===== config.mk =====
export PLATFORM = sky130hd
export DESIGN_NAME = pokey_pot_scan_ctrl
export DESIGN_NICKNAME = d
export VERILOG_FILES = /design/src/rtl/pokey_pot_scan_ctrl.sv
export SDC_FILE = /design/constraint.sdc
export NUM_CORES = 1
export LEC_CHECK = 0
export BUFFER_PORTS_ARGS = -buffer_cell sky130_fd_sc_hd__buf_2
export CAP_MARGIN = 20
export CELL_PAD_IN_SITES_DETAIL_PLACEMENT = 0
export CELL_PAD_IN_SITES_GLOBAL_PLACEMENT = 2
export CORE_UTILIZATION = 31
export DETAILED_ROUTE_END_ITERATION = 8
export PLACE_DENSITY = 0.87
export SYNTH_ARGS = -nofsm -noshare
export SYNTH_HDL_FRONTEND = slang
export SYNTH_SLANG_ARGS = --single-unit

===== constraint.sdc =====
create_clock -name clk -period 3.8 [get_ports clk]
set_clock_uncertainty 0.15 [all_clocks]
set_input_delay 0.57 -clock clk [delete_from_list [all_inputs] [get_ports clk]]
set_output_delay 0.57 -clock clk [all_outputs]
set_load 0.05 [all_outputs]

===== src/rtl/pokey_pot_scan_ctrl.sv =====
//==============================================================================
// Module  : pokey_pot_scan_ctrl
// Brief   : POKEY paddle scan sequencer: dump, release, line count, per-pot latch.
// Revision: 1.0 - initial release
//==============================================================================
`default_nettype none
`timescale 1ns/1ps

module pokey_pot_scan_ctrl #(
    parameter int NUM_POTS   = 2,
    parameter int POT_MAX    = 228,
    parameter int DUMP_TICKS = 2
) (
    input  logic                    clk,
    input  logic                    n_reset,
    input  logic                    tick_15k,
    input  logic                    fast_scan,
    input  logic                    potgo_strobe,
    input  logic [NUM_POTS-1:0]     pot_in,
    output logic [NUM_POTS-1:0]     pot_rel,
    output logic [8*NUM_POTS-1:0]   pot_val,
    output logic [7:0]              allpot,
    output logic [7:0]              bin_ctr,
    output logic                    busy,
    output logic                    scan_done
);

    localparam int              DW          = (DUMP_TICKS < 2) ? 1 : $clog2(DUMP_TICKS);
    localparam logic [DW-1:0]   C_DUMP_LAST = DW'(DUMP_TICKS - 1);
    localparam logic [7:0]      C_POT_MAX   = 8'(POT_MAX);

    typedef enum logic [1:0] {
        ST_IDLE = 2'd0,
        ST_DUMP = 2'd1,
        ST_SCAN = 2'd2
    } state_t;

    state_t                         state_q, state_d;
    logic [DW-1:0]                  dump_cnt_q, dump_cnt_d;
    logic [NUM_POTS-1:0]            sync1_q, pot_s_q;
    logic [NUM_POTS-1:0]            pot_rel_q, pot_rel_d;
    logic [NUM_POTS-1:0][7:0]       pot_val_q, pot_val_d;
    logic [NUM_POTS-1:0]            allpot_q, allpot_d;
    logic [7:0]                     bin_ctr_q, bin_ctr_d;
    logic                           done_q, done_d;

    logic                           ce;
    logic [NUM_POTS-1:0]            trip;
    logic [NUM_POTS-1:0]            remain;

    assign ce     = fast_scan | tick_15k;
    assign trip   = allpot_q & pot_s_q;
    assign remain = allpot_q & ~trip;

    always_ff @(posedge clk or negedge n_reset) begin
        if (!n_reset) begin
            state_q    <= ST_IDLE;
            dump_cnt_q <= '0;
            sync1_q    <= '0;
            pot_s_q    <= '0;
            pot_rel_q  <= '1;
            pot_val_q  <= '0;
            allpot_q   <= '0;
            bin_ctr_q  <= '0;
            done_q     <= 1'b0;
        end else begin
            state_q    <= state_d;
            dump_cnt_q <= dump_cnt_d;
            sync1_q    <= pot_in;
            pot_s_q    <= sync1_q;
            pot_rel_q  <= pot_rel_d;
            pot_val_q  <= pot_val_d;
            allpot_q   <= allpot_d;
            bin_ctr_q  <= bin_ctr_d;
            done_q     <= done_d;
        end
    end

    always_comb begin
        state_d    = state_q;
        dump_cnt_d = dump_cnt_q;
        pot_rel_d  = pot_rel_q;
        pot_val_d  = pot_val_q;
        allpot_d   = allpot_q;
        bin_ctr_d  = bin_ctr_q;
        done_d     = 1'b0;

        unique case (state_q)
            ST_IDLE: begin
                pot_rel_d = '1;
                if (potgo_strobe) begin
                    state_d    = ST_DUMP;
                    dump_cnt_d = '0;
                end
            end
            ST_DUMP: begin
                // A POTGO write always wins over a coincident count enable.
                if (potgo_strobe) begin
                    dump_cnt_d = '0;
                end else if (ce) begin
                    if (dump_cnt_q == C_DUMP_LAST) begin
                        state_d    = ST_SCAN;
                        dump_cnt_d = '0;
                        bin_ctr_d  = '0;
                        pot_rel_d  = '0;
                        allpot_d   = '1;
                    end else begin
                        dump_cnt_d = dump_cnt_q + 1'b1;
                    end
                end
            end
            ST_SCAN: begin
                if (potgo_strobe) begin
                    state_d    = ST_DUMP;
                    dump_cnt_d = '0;
                    pot_rel_d  = '1;
                    allpot_d   = '0;
                end else if (ce) begin
                    for (int i = 0; i < NUM_POTS; i++) begin
                        if (trip[i]) pot_val_d[i] = bin_ctr_q;
                    end
                    allpot_d  = remain;
                    pot_rel_d = pot_rel_q | trip;
                    if ((bin_ctr_q == C_POT_MAX) || (remain == '0)) begin
                        // Pots still untripped at the end are forced to full scale.
                        for (int i = 0; i < NUM_POTS; i++) begin
                            if (remain[i]) pot_val_d[i] = C_POT_MAX;
                        end
                        allpot_d  = '0;
                        pot_rel_d = '1;
                        done_d    = 1'b1;
                        state_d   = ST_IDLE;
                    end else begin
                        bin_ctr_d = bin_ctr_q + 8'd1;
                    end
                end
            end
            default: begin
                state_d = ST_IDLE;
            end
        endcase
    end

    always_comb begin
        allpot                 = '0;
        allpot[NUM_POTS-1:0]   = allpot_q;
    end

    assign pot_rel   = pot_rel_q;
    assign pot_val   = pot_val_q;
    assign bin_ctr   = bin_ctr_q;
    assign busy      = (state_q != ST_IDLE);
    assign scan_done = done_q;

endmodule

`default_nettype wire


==> metrics.cfg <==
[global_route]
grt_pass1_vias = 1341
grt.overflow.total = 0
globalRouteTotalUtil_pct = 14.7
antenna_found_initial = 0
grt_max_degree = 37
grt_pass1_wl_mm = 6.89

[worst_setup_path]
crit_buf_inv = 0
crit_required_ns = 3.83
rr_endpoint = pot_val[7]
critPathMaxFanout = 12
reg2reg_setup_slack_ns = 1.63
critPathMaxStageDelay_ns = 0.55
path_depth = 4
crit_path_start = state_q[0]
crit_end = pot_val[7]
end_kind = flop
r2r_start = state_q[0]
path_class = flop to flop
path_delay_family = simple AND/OR/NAND/NOR gates
cp-start-kind = flop
cp_slowest_cell = or3b_1
critPathArrivalTime_ns = 2.20
ff2ff_path_depth = 4
path_cells = or3b_1 -> nor3_4 -> mux2i_1 -> nand2_1

[sta]
fin_tns_setup_ns = 0
slew_violations = 0
relSlewSlack_pct = 46.5
rsz0062_at_grt = false
setup_viol_count_final = 0
period_share_pct = 57.1
finalHoldViolations = 0
worst_pin_slew_ns = 0.802
fin_crit_ns = 2.17
fmax_mhz = 461
fin_hold_ws_ns = 0.200

[placement]
dp_cells = 273
finalWeightedCongestion = 0.792
io_buffers = 36
dpl.hpwl_mm = 2.81

[pwr]
ir_worst_vdd_uv = 190
switchingPower_uw = 454
p_leak_uw = 0.00105
power_frac_seq_pct = 41.6
p_sw_share_pct = 37.3
power_uw = 1210
power_density_mw_per_mm2 = 571
p_clk_share_pct = 30.4
combPwrFrac_pct = 27.9
p_int_uw = 761

[clock_tree]
numCtsBuffers = 5
clock_sinks = 36
tritoncts = done
post_cts_buffers = 0
clkTransAtPathRegs_ns = 0.07
htreeDepth = 2
cts-root-buf = clkbuf_8
clock_latency_ns = 0.29
hold_buffers = 0
cts_resized = 0
cts_max_path_buffers = 2

[logic_synthesis]
ys_seq_area_share_pct = 50.3
async_reset_ff_share_pct = 100
postSynthCellCount = 174
avgSynthCellArea_um2 = 10.3
yosys.area.top_type_share_pct = 47.4
synth_cell_type_count = 39
synth_seq_cells = 36
synth_area_leaders = dfrtp_1 (47%), mux2i_1 (12%), nand2_1 (4.4%), nor2_1 (3.1%), dfstp_2 (2.9%)
synth_top_flop_cell = dfrtp_1
synth_area_mm2 = 0.00180
synth-edff-count = 0
synth_top_area_cell = dfrtp_1
yosys_warnings = 0

[floorplanning]
start_util_pct = 32.4
core_area_mm2 = 0.00554
fp.dieW_um = 78.1
dieArea_mm2 = 0.00610
row_count = 27
die_y_um = 78.1
io_pins = 43

[cells_and_area]
seq_area_um2 = 903
fillers = 575
num-nets-final = 217
synthToLayoutAreaGrowth_pct = 18.5
multi_input_area_um2 = 813
insertedDiodeCount = 0
final_cells = 281
final_cell_mix = buf_2 (36), dfrtp_1 (34), mux2i_1 (22)
layout-drive-gt1-share_pct = 23.9
mostFrequentLayoutCell = buf_2

[route]
drc_errors = 0
antenna_left = 0
num_vias = 1403
wl_mm = 4.13
first_pass_iters = 4
vias_per_cell = 4.99
drt-wirelength-per-cell_um = 14.7
drtIter0Drc = 99

[job]
drv_cap = 0

[min_path]
hold_start = sync1_q[0]
min_path_type = flop to flop

[outcome]
outcome = finished clean

logic make-up (layout without fill, tap and decap cells):
logic type                 after synthesis  in the layout  share of synthesized area (%)
and+or+nand+nor                         73             73                           22.2
DFF                                     36             36                           50.3
AOI/OAI and AO/OA                       22             22                           8.22
muxes                                   22             22                           12.3
buffers and inverters                   18             48                           5.44
adders and majority gates                2              2                           1.39
other                                    1              6                          0.209
worst min path at each step:
stage | cells past startpoint | to | slack [ns]
2_1_floorplan | 0 | allpot_q[0] | 0.12
3_3_place_gp | 0 | pot_s_q[0] | 0.18
3_5_place_dp | 0 | pot_s_q[0] | 0.18
4_1_cts | 0 | pot_s_q[0] | 0.20
5_1_grt | 0 | pot_s_q[1] | 0.22
6_report | 0 | pot_s_q[0] | 0.20
per-stage QoR:
step,cell area (µm²),util (%),setup slack [ns]
2_1_floorplan,1810,-,1.69
3_3_place_gp,2000,36.1,1.42
3_5_place_dp,2000,36.1,1.39
4_1_cts,2130,38.4,1.58
5_1_grt,2130,38.4,1.50
6_report,2130,38.4,1.63
synth_stat cells (2+ instances only):
library cell,count
dfrtp_1,34
mux2i_1,22
nand2_1,21
nor2_1,15
nand3_1,8
clkbuf_1,7
a21oi_1,6
buf_4,6
nand4_1,5
inv_1,4
nor2b_1,4
nor3_1,4
o21ai_1,4
nor4_1,3
a221oi_1,2
and3_1,2
dfstp_2,2
ha_1,2
nor3_4,2
or2_1,2
routing by layer:
layer	routed length (µm)	vias up	part of all wire, %	GRT usage [%]
li1	-	674	-	-
met1	2010	687	49	20.4
met2	1900	35	46	22.2
met3	139	7	3.4	2.44
met4	83	0	2.0	7.22
met5	0	-	0	0
cell type report:
type | count | area share, %
Clock inverter | 1 | 1.41
Clock buffer | 7 | 4.53
Sequential cell | 36 | 42.4
Multi-Input combinational cell | 125 | 38.2
Timing Repair Buffer | 36 | 8.47
Tap cell | 72 | 4.23
Inverter | 4 | 0.705
power groups by stage:
stage | clock [µW] | sequential (µW) | combinational, µW
2_1_floorplan | 0 | 590 | 182
3_5_place_dp | 0 | 513 | 340
3_3_place_gp | 0 | 513 | 340
6_report | 370 | 506 | 339
5_1_grt | 395 | 519 | 370
4_1_cts | 379 | 506 | 341
state kept, by name, summed over array words and instances (netlist names):
name,flops
pot_rel,2
state_q,2
pot_val,16
dump_cnt_q,1
sync1_q,2
pot_s_q,2
scan_done,1
bin_ctr,8
allpot_q,2
(Power assumes the default switching activity.)
